## config.mk

```make
export PLATFORM = sky130hd
export DESIGN_NAME = fg_cfg_dac_ctrl
export DESIGN_NICKNAME = d
export VERILOG_FILES = /design/src/rtl/fg_pkg.sv /design/src/rtl/fg_edge_sync.sv /design/src/rtl/fg_cfg_dac_ctrl.sv
export SDC_FILE = /design/constraint.sdc
export NUM_CORES = 1
export LEC_CHECK = 0
export CORE_MARGIN = 5
export CORE_UTILIZATION = 52
export DETAILED_ROUTE_END_ITERATION = 7
export GPL_TIMING_DRIVEN = 0
export PLACE_DENSITY = 0.87
export SLEW_MARGIN = 30
export SYNTH_ARGS = -nofsm -noshare
export SYNTH_HDL_FRONTEND = slang
export SYNTH_HIERARCHICAL = 1
export SYNTH_SLANG_ARGS = --single-unit
```

## constraint.sdc

```tcl
create_clock -name clk_i -period 3.8 [get_ports clk_i]
set_clock_uncertainty 0.05 [all_clocks]
set_input_delay 0.95 -clock clk_i [delete_from_list [all_inputs] [get_ports clk_i]]
set_output_delay 0.95 -clock clk_i [all_outputs]
set_load 0.01 [all_outputs]
```

## src/rtl/fg_pkg.sv

```systemverilog
// ---------------------------------------------------------------------------
// fg_pkg
// Definitions shared by the function-generator config / DAC control slice:
//   - fg_state_e : DAC write sequencer states
//   - FG_*       : default values for the block parameters
// ---------------------------------------------------------------------------
package fg_pkg;

    typedef enum logic [1:0] {
        ST_IDLE  = 2'd0,
        ST_SETUP = 2'd1,
        ST_PULSE = 2'd2,
        ST_HOLD  = 2'd3
    } fg_state_e;

    localparam int FG_DATA_W        = 8;
    localparam int FG_ADDR_W        = 3;
    localparam int FG_SYNC_STAGES   = 2;
    localparam int FG_WR_PULSE      = 2;
    localparam int FG_SETTLE_CYCLES = 500;

endpackage

```

## src/rtl/fg_edge_sync.sv

```systemverilog
// ---------------------------------------------------------------------------
// fg_edge_sync
// Brings an asynchronous strobe into the clk_i domain through SYNC_STAGES
// flops and emits a single-cycle pulse on each rising edge of the
// synchronized level, however long the strobe stays high.
//   clk_i   : system clock
//   rst_i   : synchronous active-high reset (clears all flops)
//   async_i : asynchronous strobe
//   pulse_o : one-cycle event per rising edge of async_i
// ---------------------------------------------------------------------------
module fg_edge_sync
    import fg_pkg::*;
#(
    parameter int SYNC_STAGES = FG_SYNC_STAGES
) (
    input  logic clk_i,
    input  logic rst_i,
    input  logic async_i,
    output logic pulse_o
);

    logic [SYNC_STAGES-1:0] sync_q;
    logic                   prev_q;

    always_ff @(posedge clk_i) begin
        if (rst_i) begin
            sync_q <= '0;
            prev_q <= 1'b0;
        end else begin
            sync_q <= {sync_q[SYNC_STAGES-2:0], async_i};
            prev_q <= sync_q[SYNC_STAGES-1];
        end
    end

    assign pulse_o = sync_q[SYNC_STAGES-1] & ~prev_q;

endmodule

```

## src/rtl/fg_cfg_dac_ctrl.sv

```systemverilog
// ---------------------------------------------------------------------------
// fg_cfg_dac_ctrl
// Double-buffered configuration register bank written through asynchronous
// strobes, plus a sequencer that writes waveform samples to a parallel DAC
// with a fixed write-strobe width and a minimum settle time between writes.
//   clk_i, rst_i        : clock, synchronous active-high reset
//   cfg_data_i/addr_i   : config write data / register address
//   cfg_wr_async_i      : async write strobe  (loads one shadow register)
//   cfg_commit_async_i  : async commit strobe (shadow bank -> active bank)
//   cfg_bus_o           : active bank, register 0 in the MSBs
//   sample_i/valid_i    : sample stream from the waveform core
//   dac_data_o          : DAC data word, stable SETUP..HOLD
//   dac_wr_n_o          : DAC write strobe, active low
//   dac_clr_n_o         : DAC clear, active low, released after reset
//   busy_o              : sequencer active or a sample pending
//   overrun_o           : sticky, a pending sample was overwritten
// ---------------------------------------------------------------------------
module fg_cfg_dac_ctrl
    import fg_pkg::*;
#(
    parameter int DATA_W        = FG_DATA_W,
    parameter int ADDR_W        = FG_ADDR_W,
    parameter int SYNC_STAGES   = FG_SYNC_STAGES,
    parameter int WR_PULSE      = FG_WR_PULSE,
    parameter int SETTLE_CYCLES = FG_SETTLE_CYCLES
) (
    input  logic                            clk_i,
    input  logic                            rst_i,
    input  logic [DATA_W-1:0]               cfg_data_i,
    input  logic [ADDR_W-1:0]               cfg_addr_i,
    input  logic                            cfg_wr_async_i,
    input  logic                            cfg_commit_async_i,
    output logic [(2**ADDR_W)*DATA_W-1:0]   cfg_bus_o,
    input  logic [DATA_W-1:0]               sample_i,
    input  logic                            sample_valid_i,
    output logic [DATA_W-1:0]               dac_data_o,
    output logic                            dac_wr_n_o,
    output logic                            dac_clr_n_o,
    output logic                            busy_o,
    output logic                            overrun_o
);

    localparam int NUM_REGS = 2**ADDR_W;
    localparam int CNT_W    = $clog2(SETTLE_CYCLES + 1);

    // The counter holds the 1-based cycle index since SETUP entry, so PULSE
    // ends at index WR_PULSE+1 and HOLD releases one cycle before the
    // settle window closes (the IDLE cycle completes the window).
    localparam logic [CNT_W-1:0] CNT_MAX   = CNT_W'(SETTLE_CYCLES);
    localparam logic [CNT_W-1:0] PULSE_END = CNT_W'(WR_PULSE + 1);
    localparam logic [CNT_W-1:0] HOLD_END  = CNT_W'(SETTLE_CYCLES - 1);

    logic wr_evt;
    logic commit_evt;

    fg_edge_sync #(.SYNC_STAGES(SYNC_STAGES)) u_wr_sync (
        .clk_i   (clk_i),
        .rst_i   (rst_i),
        .async_i (cfg_wr_async_i),
        .pulse_o (wr_evt)
    );

    fg_edge_sync #(.SYNC_STAGES(SYNC_STAGES)) u_commit_sync (
        .clk_i   (clk_i),
        .rst_i   (rst_i),
        .async_i (cfg_commit_async_i),
        .pulse_o (commit_evt)
    );

    // ---- config banks -----------------------------------------------------
    logic [DATA_W-1:0] shadow_q   [NUM_REGS];
    logic [DATA_W-1:0] shadow_nxt [NUM_REGS];
    logic [DATA_W-1:0] active_q   [NUM_REGS];

    // Commit copies shadow_nxt so a write landing in the commit cycle is
    // part of the committed image.
    always_comb begin
        for (int i = 0; i < NUM_REGS; i++) shadow_nxt[i] = shadow_q[i];
        if (wr_evt) shadow_nxt[cfg_addr_i] = cfg_data_i;
    end

    always_ff @(posedge clk_i) begin
        if (rst_i) begin
            for (int i = 0; i < NUM_REGS; i++) begin
                shadow_q[i] <= '0;
                active_q[i] <= '0;
            end
        end else begin
            for (int i = 0; i < NUM_REGS; i++) shadow_q[i] <= shadow_nxt[i];
            if (commit_evt) begin
                for (int i = 0; i < NUM_REGS; i++) active_q[i] <= shadow_nxt[i];
            end
        end
    end

    always_comb begin
        cfg_bus_o = '0;
        for (int i = 0; i < NUM_REGS; i++)
            cfg_bus_o[(NUM_REGS-1-i)*DATA_W +: DATA_W] = active_q[i];
    end

    // ---- DAC sequencer ----------------------------------------------------
    fg_state_e         state_q, state_nxt;
    logic [CNT_W-1:0]  cnt_q;
    logic [DATA_W-1:0] pend_data_p0;
    logic              vld_p0;
    logic              overrun_q;
    logic              load;
    logic [DATA_W-1:0] load_data;
    logic              store;
    logic              overrun_set;
    logic              clr_p0;

    always_comb begin
        state_nxt = state_q;
        load      = 1'b0;
        load_data = pend_data_p0;
        case (state_q)
            ST_IDLE: begin
                if (vld_p0) begin
                    load      = 1'b1;
                    load_data = pend_data_p0;
                    state_nxt = ST_SETUP;
                end else if (sample_valid_i) begin
                    load      = 1'b1;
                    load_data = sample_i;
                    state_nxt = ST_SETUP;
                end
            end
            ST_SETUP: state_nxt = ST_PULSE;
            ST_PULSE: if (cnt_q >= PULSE_END) state_nxt = ST_HOLD;
            ST_HOLD:  if (cnt_q >= HOLD_END)  state_nxt = ST_IDLE;
            default:  state_nxt = ST_IDLE;
        endcase
    end

    // A sample is buffered unless it goes straight to the DAC from an empty
    // IDLE; in IDLE with a pending sample the buffer is refilled as it drains.
    assign store       = sample_valid_i && !(state_q == ST_IDLE && !vld_p0);
    assign overrun_set = store && vld_p0 && (state_q != ST_IDLE);

    always_ff @(posedge clk_i) begin
        if (rst_i) begin
            state_q      <= ST_IDLE;
            cnt_q        <= '0;
            pend_data_p0 <= '0;
            vld_p0       <= 1'b0;
            overrun_q    <= 1'b0;
            dac_data_o   <= '0;
            dac_wr_n_o   <= 1'b1;
        end else begin
            state_q <= state_nxt;

            if (load)
                cnt_q <= CNT_W'(1);
            else if (state_q != ST_IDLE && cnt_q != CNT_MAX)
                cnt_q <= cnt_q + 1'b1;

            if (load) dac_data_o <= load_data;

            if (store) begin
                pend_data_p0 <= sample_i;
                vld_p0       <= 1'b1;
            end else if (load && vld_p0) begin
                vld_p0 <= 1'b0;
            end

            if (overrun_set)
                overrun_q <= 1'b1;
            else if (commit_evt)
                overrun_q <= 1'b0;

            dac_wr_n_o <= (state_nxt != ST_PULSE);
        end
    end

    // Clear is held one extra cycle past reset release.
    always_ff @(posedge clk_i) begin
        if (rst_i) begin
            clr_p0      <= 1'b0;
            dac_clr_n_o <= 1'b0;
        end else begin
            clr_p0      <= 1'b1;
            dac_clr_n_o <= clr_p0;
        end
    end

    assign busy_o    = (state_q != ST_IDLE) || vld_p0;
    assign overrun_o = overrun_q;

endmodule

```

# ---- Yosys cells after proc, flatten, opt, wreduce, memory -nomap -nowiden
# Memory sizes are Yosys's and may differ from the RTL's.
# Index checks and enable logic that the tools add are counted.
dict set report totals {
  reg_bits 38
  latch_bits 0
  ram_bits 128
  romBits 0
  inputBits 24
  out_inout_bits 76
  mem_count 2
}
dict set report classes {
  addsub 1
  multipliers 0
  div 0
  magnitude_cmp 4
  eq_ne 5
  shift 0
  mux 43
  n_bitwise 21
  n_reduce_logical 16
}
# name words width read_ports rd_ports_with_merged_regs wr line
set mem_list {}
lappend mem_list {active_q 8 8 8 0 8 fg_cfg_dac_ctrl.sv:73} ;# logic [DATA_W-1:0] active_q [NUM_REGS];
lappend mem_list {shadow_q 8 8 8 0 8 fg_cfg_dac_ctrl.sv:71} ;# logic [DATA_W-1:0] shadow_q [NUM_REGS];
# op count
set ops {}
lappend ops {{$mux 8} 20}
lappend ops {{$bwmux 64} 1}
lappend ops {{$mux 64} 1}
lappend ops {{$demux 8 s3} 1}
lappend ops {{$or 1x1->1} 16}
lappend ops {{$mux 1} 15}
lappend ops {{$add 9x1->9 const B} 1}
lappend ops {{$ge 9x2->1 const B} 1}
lappend ops {{$ge 9x9->1 const B} 1}
lappend ops {{$ne 9x9->1 const B} 1}
lappend ops {{$mux 2} 4}
lappend ops {{$pmux 2 s4} 1}
lappend ops {{$reduce_bool 2->1} 4}
lappend ops {{$logic_and 1x1->1} 7}
lappend ops {{$eq 2x2->1 const B} 2}
lappend ops {{$ge 4x4->1 const B} 1}
lappend ops {{$lt 4x1->1 const B} 1}
lappend ops {{$not 3->4} 1}
lappend ops {{$and 1x1->1} 2}
lappend ops {{$eq 2x1->1 const B} 1}
lappend ops {{$logic_not 1->1} 2}
lappend ops {{$logic_not 2->1} 1}
lappend ops {{$ne 2x2->1 const B} 1}
lappend ops {{$not 1->1} 2}
lappend ops {{other kinds (2)} 2}

# ---- Logic depth before layout (Yosys ltp)
# Gate-level depths: netlist (run 1).
dict set report depth {
  ltp_word 8
  ltp_mapped 6
  depth_no_buf 6
}

# ---- By module
# Netlist (run 1), hierarchy kept.
# mod instances cells_each area_each_um2 seq_area_each_um2
set by_module_without_submodules {}
lappend by_module_without_submodules {fg_cfg_dac_ctrl 1 497 5824.3 3843.7}
lappend by_module_without_submodules {fg_edge_sync 2 7 87.6 60.1}

# ---- Least setup slack after synthesis (run 1)
# Ideal clock, no wire load.
dict set report synth_path {
  path_kind {input-to-reg}
  from {input rst_i}
  to {memory active_q[0][0] (netlist name) (enable)}
  setup_ns 0.424
  t_arrival_ns 2.571
  required_ns 3.326
  slack_ns 0.756
  cell_stages 3
  path_cell_list {buf_2 -> inv_1 -> nand2_1}
}
# element line
set synth_lines {}
lappend synth_lines {{from (decl)} fg_cfg_dac_ctrl.sv:28} ;# input logic rst_i,
lappend synth_lines {{to (decl)} fg_cfg_dac_ctrl.sv:73}

# ---- Final worst setup path (run 1)
dict set report layout_path {
  from {register state_q[1]}
  to {output busy_o}
}
dict set report layout_between {
  elab_chain_cells 2
}
# element line
set layout_rtl {}
lappend layout_rtl {{from (decl)} fg_cfg_dac_ctrl.sv:103} ;# fg_state_e state_q, state_nxt;
lappend layout_rtl {{from (signal assigned)} fg_cfg_dac_ctrl.sv:152} ;# state_q <= state_nxt;
lappend layout_rtl {{$reduce_bool 2->1} fg_cfg_dac_ctrl.sv:188} ;# assign busy_o = (state_q != ST_IDLE) || vld_p0;
lappend layout_rtl {{$logic_or 1x1->1} fg_cfg_dac_ctrl.sv:188}
lappend layout_rtl {{to (decl)} fg_cfg_dac_ctrl.sv:39} ;# output logic busy_o,
# Every way passes these cells.

==> impl_metrics.env, run 1 <==
export IMPL_dieHeight_um=117.4
export IMPL_cts_made_buffers=17
export IMPL_max_cap_violations=0
export IMPL_clockBufferDepth=2
export IMPL_hold_viol=0
export IMPL_worst_setup_path_type="flip-flop to output pin"
export IMPL_period_share=0.7322
export IMPL_final_antenna_net_count=0
export IMPL_initial_core_util=0.5277
export IMPL_numPortBuffers=89
export IMPL_status="complete, no violations"
export IMPL_yosysWarnings=6
export IMPL_period_minus_slack_ps=2782
export IMPL_dr_first_iter_drc_count=320
export IMPL_coreArea_mm2=0.01137
export IMPL_gp_congestion=0.8473
export IMPL_synth_edff_count=64
export IMPL_mostFrequentLayoutCell="nor2_1"
export IMPL_startpoint_type="flip-flop"
export IMPL_cts_clk_slew_worst_paths_ps=60
export IMPL_setup_viol=0
export IMPL_htree_levels=4
export IMPL_ys_types=46
export IMPL_finalSetupTns_ps=0
export IMPL_yosysTopAreaCell="dfxtp_1"
export IMPL_clock_latency_ps=410
export IMPL_rrSetupSlack_ps=1810
export IMPL_p_per_area_mw_per_mm2=512.1
export IMPL_cts_setup_buffers=0
export IMPL_yosysSeqAreaShare=0.6607
export IMPL_synth_fp_nets=537
export IMPL_place_area_mm2=0.007097
export IMPL_grt_pass1_vias=4288
export IMPL_overflow=0
export IMPL_antenna_found_initial=0
export IMPL_cts_root_buffer="clkbuf_16"
export IMPL_critPathLaunch="state_q[1]"
export IMPL_tightest_slew_ps=649.0
export IMPL_hold_buffers=0
export IMPL_dieWidth_um=117.4
export IMPL_fin_area_mm2=0.007677
export IMPL_min_path_cells=1
export IMPL_cp_required_ps=2800
export IMPL_ff2ff_path_depth=6
export IMPL_areaGrowthSynthToFinish_pct=27.97
export IMPL_syn_area_mm2=0.006000
export IMPL_drv_slew=0
export IMPL_min_path_type="flip-flop to flip-flop"
export IMPL_ir_worst_vdd_v=0.0003503
export IMPL_max_freq_mhz=359.4
export IMPL_netlist_instances=511
export IMPL_nets=646
export IMPL_drt_pass1_iter_count=5
export IMPL_p_leak_uw=0.002848
export IMPL_final_cell_mix="nor2_1 (118), dfxtp_1 (102), clkdlybuf4s50_1 (89)"
export IMPL_setup_slack_ps=1018
export IMPL_max_slew_margin=0.5674
export IMPL_cts_sinks=166
export IMPL_crit_fanout=7
export IMPL_grt_usage=0.1870
export IMPL_yosys_area_top_type_share=0.3404
export IMPL_drc=0
export IMPL_ys_flop_type="dfxtp_1"
export IMPL_worstHoldStart="u_wr_sync/sync_q[0]"
export IMPL_n_antenna_cell=0
export IMPL_grt_pass1_wl_um=20980
export IMPL_end_kind="output pin"
export IMPL_grt_max_degree=49
export IMPL_wl_per_cell_um=16.40
export IMPL_r2r_start="u_wr_sync/sync_q[1]"
export IMPL_ys_top_cells_by_area="dfxtp_1 (34%), edfxtp_1 (32%), mux2i_1 (11%)"
export IMPL_vias_per_cell=5.307
export IMPL_cts_tree="yes"
export IMPL_layout_drive_gt1_share=0.08531
export IMPL_io_pins=100
export IMPL_ys_async_sr_fraction=0
export IMPL_cts_resized=0
export IMPL_cp_arrival_ps=1780
export IMPL_place_hpwl_um=8884
export IMPL_pre_cts_ws_ps=611.5
export IMPL_die_area_mm2=0.01379
export IMPL_ys_ff_latch=166
export IMPL_wl_um=12720
export IMPL_num_rows=39
export IMPL_vias=4118
export IMPL_rsz0062_at_grt="false"
export IMPL_syn_avg_cell_area_um2=11.74
==> synth_stat cells, types with 2 or more instances <==
cell         n
nor2_1     118
dfxtp_1    102
mux2i_1     65
edfxtp_1    64
nand2_1     41
a21oi_1     21
clkbuf_1    17
o2bb2ai_1    8
buf_2        7
nor2b_1      7
inv_1        5
buf_1        4
o21ai_0      4
xor2_1       4
or3_1        3
and3_1       2
ha_1         2
mux2_2       2
nand3_1      2
nand4_1      2
nand4b_1     2
nor2b_2      2
nor3_4       2
o21ai_1      2
or2_1        2
==> metal layers <==
| layer | wire [um] | GRT usage |
|---|---|---|
| met1 | 5072 | 0.2144 |
| met3 | 970 | 0.06112 |
| met4 | 456 | 0.09355 |
| met2 | 6225 | 0.3122 |
| met5 | 0 | 0 |
==> cell type report <==
| type | count | area [um2] |
|---|---|---|
| inverter | 6 | 22.52 |
| sequential | 166 | 3964 |
| clock inverter | 13 | 147.6 |
| fill | 808 | 3692 |
| tap | 143 | 178.9 |
| buffer | 30 | 132.6 |
| clock buffer | 19 | 432.9 |
| timing repair buffer | 90 | 910.9 |
| multi-input combinational | 309 | 1888 |
==> through the flow <==
step	total power [uW]	utilization	hold WS, ps	std cells
2_1_floorplan	2150	-	363.8	511
3_3_place_gp	2289	0.6218	369.1	743
3_5_place_dp	2304	0.6242	374.1	744
4_1_cts	3947	0.6753	389.0	776
5_1_grt	4060	0.6753	398.6	776
6_report	3932	0.6753	388.5	776
==> critical path: stages (launching register included) <==
cell and delay (ps):
dfxtp_1 360, or3_1 380, buf_6 150, clkdlybuf4s50_1 480
==> logic make-up after synthesis <==
kind of cell | synth area share
simple gates | 0.1468
compound gates | 0.04442
buf+inv | 0.02586
flops | 0.6607
mux | 0.1122
fa+ha+maj | 0.004170
xor+xnor | 0.005839
==> report_power, final <==
part | total (uW) | switching (uW) | internal (uW)
Combinational | 328 | 176 | 152
Clock | 1670 | 689 | 977
Sequential | 1940 | 28.8 | 1910
==> final timing paths <==
kind	endpoint
hold / removal	u_wr_sync/sync_q[1]
setup / recovery	busy_o
setup reg to reg	active_q[0][15]
hold reg to reg	u_wr_sync/sync_q[1]
==> state kept, by name, summed over array words and instances, names as in the netlist <==
| register | flops |
|---|---|
| active_q | 64 |
| shadow_q | 64 |
| cnt_q | 9 |
| dac_data_o | 8 |
| pend_data_p0 | 8 |
| state_q | 2 |
| u_commit_sync/sync_q | 2 |
| u_wr_sync/sync_q | 2 |
| clr_p0 | 1 |
| dac_clr_n_o | 1 |
| dac_wr_n_o | 1 |
| overrun_o | 1 |
| u_commit_sync/prev_q | 1 |
| u_wr_sync/prev_q | 1 |
| vld_p0 | 1 |
Note: power is estimated with default switching activity, not from simulation.
==> run 2, diff against run 1 <==
Clock period 3.8 ns to 2.69 ns, I/O delays scaled along.
==> run 2 against run 1 <==
  * Die area unchanged
  * Critical path depth did not move
  * Combinational power is 39% higher
  * Flip-flop and latch count did not move
  * Cell area decreased by 0.65%
  * Sequential power rose by 41%
  * Via count is essentially flat
  * Sequential share of layout area rose by 0.34 points
  * Clock-buffer cell count rose by 2
  * Utilization shrank 0.44 points
  * First-iteration DRC count is 10% higher
  * Wire length decreased by 0.77%
==> impl_metrics.env, run 2 (synthesis gave the netlist of run 1 again) <==
export IMPL_status="complete, no violations"
export IMPL_cts_resized=0
export IMPL_vias=4115
export IMPL_wl_per_cell_um=16.29
export IMPL_drt_pass1_iter_count=5
export IMPL_htree_levels=4
export IMPL_worst_path_largest_cell_delay_ps=470
export IMPL_clockBufferDepth=2
export IMPL_cts_root_buffer="clkbuf_16"
export IMPL_p_per_area_mw_per_mm2=716.6
export IMPL_period_share=0.9382
export IMPL_path_cells="or3_1 -> buf_6 -> clkdlybuf4s50_1"
export IMPL_rsz0062_at_grt="false"
export IMPL_cp_required_ps=1970
export IMPL_vias_per_cell=5.310
export IMPL_min_path_type="flip-flop to flip-flop"
export IMPL_mostFrequentLayoutCell="nor2_1"
export IMPL_finalPower_uw=5466
export IMPL_layout_drive_gt1_share=0.07595
export IMPL_cp_arrival_ps=1800
export IMPL_final_cell_mix="nor2_1 (118), dfxtp_1 (102), clkdlybuf4s50_1 (89)"
export IMPL_antenna_found_initial=0
export IMPL_overflow=0
export IMPL_grt_usage=0.1845
export IMPL_p_leak_uw=0.002825
export IMPL_clock_latency_ps=410
export IMPL_final_antenna_net_count=0
export IMPL_max_cap_violations=0
export IMPL_cts_sinks=166
export IMPL_setup_slack_ps=166.2
export IMPL_coreArea_mm2=0.01137
export IMPL_tightest_slew_ps=835.2
export IMPL_numPortBuffers=89
export IMPL_critPathTopFamily="buffers and inverters"
export IMPL_grt_pass1_wl_um=20540
export IMPL_grt_max_degree=65
export IMPL_cts_setup_buffers=0
export IMPL_cts_clk_slew_worst_paths_ps=60
export IMPL_hold_viol=0
export IMPL_wl_um=12630
export IMPL_areaGrowthSynthToFinish_pct=27.13
export IMPL_n_antenna_cell=0
export IMPL_period_minus_slack_ps=2524
export IMPL_end_kind="output pin"
export IMPL_cp_num_buf_inv=2
export IMPL_gp_congestion=0.8348
export IMPL_initial_core_util=0.5277
export IMPL_grt_pass1_vias=4099
export IMPL_dieHeight_um=117.4
export IMPL_max_freq_mhz=396.2
export IMPL_drc=0
export IMPL_hold_buffers=0
export IMPL_worst_setup_path_type="flip-flop to output pin"
export IMPL_pre_cts_ws_ps=-208.8
export IMPL_num_rows=39
export IMPL_cts_made_buffers=17
export IMPL_setup_viol=0
export IMPL_io_pins=100
export IMPL_crit_slowest_cell="clkdlybuf4s50_1"
export IMPL_dieWidth_um=117.4
export IMPL_ir_worst_vdd_v=0.0004123
export IMPL_crit_fanout=7
export IMPL_max_slew_margin=0.4432
export IMPL_finalSetupTns_ps=0
export IMPL_place_hpwl_um=8785
export IMPL_die_area_mm2=0.01379
export IMPL_nets=645
export IMPL_dr_first_iter_drc_count=352
export IMPL_drv_slew=0
export IMPL_startpoint_type="flip-flop"
export IMPL_cts_tree="yes"
export IMPL_top_regs="active_q (64), shadow_q (64), cnt_q (9)"
==> run 2: cell count changes in the layout (fill, tap and decap cells not counted), sizes merged <==
cell and delta:
clkbuf +2, buf -1, clkinv +3, inv -4, clkinvlp -1
==> run 2: area by class of cell <==
class / instances / area (um2)
Sequential cell: 166 / 3964
Buffer: 30 / 132.6
Tap cell: 143 / 178.9
Multi-Input combinational cell: 309 / 1888
Timing Repair Buffer: 89 / 890.9
Fill cell: 809 / 3742
Inverter: 6 / 22.52
Clock inverter: 11 / 110.1
Clock buffer: 21 / 440.4
==> run 2: where the power goes <==
group | switching [uW] | leakage, uW | internal, uW | total, uW
clock | 916 | 0.000263 | 1350 | 2270
sequential | 42.0 | 0.00150 | 2700 | 2740
combinational | 245 | 0.00106 | 211 | 457
total | 1200 | 0.00283 | 4260 | 5470
==> run 2: through the flow <==
| step | std cells | hold slack (ps) | util | instance area (um2) |
|---|---|---|---|---|
| after global routing | 775 | 411.3 | 0.6708 | 7627 |
| final | 775 | 384.6 | 0.6708 | 7627 |
| after CTS | 775 | 393.3 | 0.6708 | 7627 |
| after global placement | 743 | 369.7 | 0.6220 | 7072 |
| after floorplan | 511 | 363.8 | - | 6002 |
| after detailed placement | 743 | 370.4 | 0.6224 | 7077 |
==> run 2: worst reg2reg max path: stages, from the launching register on <==
cell and delay [ps]:
dfxtp_1 330, nor2b_2 340, nand2_2 170, nor3_4 440, mux2i_1 330, nor2_1 80
==> run 2: final timing paths <==
kind                  startpoint                  end  slack, ps  cells after the start
max                   state_q[1]               busy_o        170                      3
min          u_wr_sync/sync_q[0]  u_wr_sync/sync_q[1]        380                      1
min reg2reg  u_wr_sync/sync_q[0]  u_wr_sync/sync_q[1]        380                      1
max reg2reg  u_wr_sync/sync_q[1]      active_q[0][18]        680                      5
==> run 2: routing by layer <==
metal | up-vias | GRT usage | wire length, um
met5 | - | 0 | 0
li1 | 1956 | - | -
met4 | 0 | 0.06454 | 293
met3 | 24 | 0.05197 | 899
met2 | 147 | 0.3158 | 6365
met1 | 1988 | 0.2225 | 5068
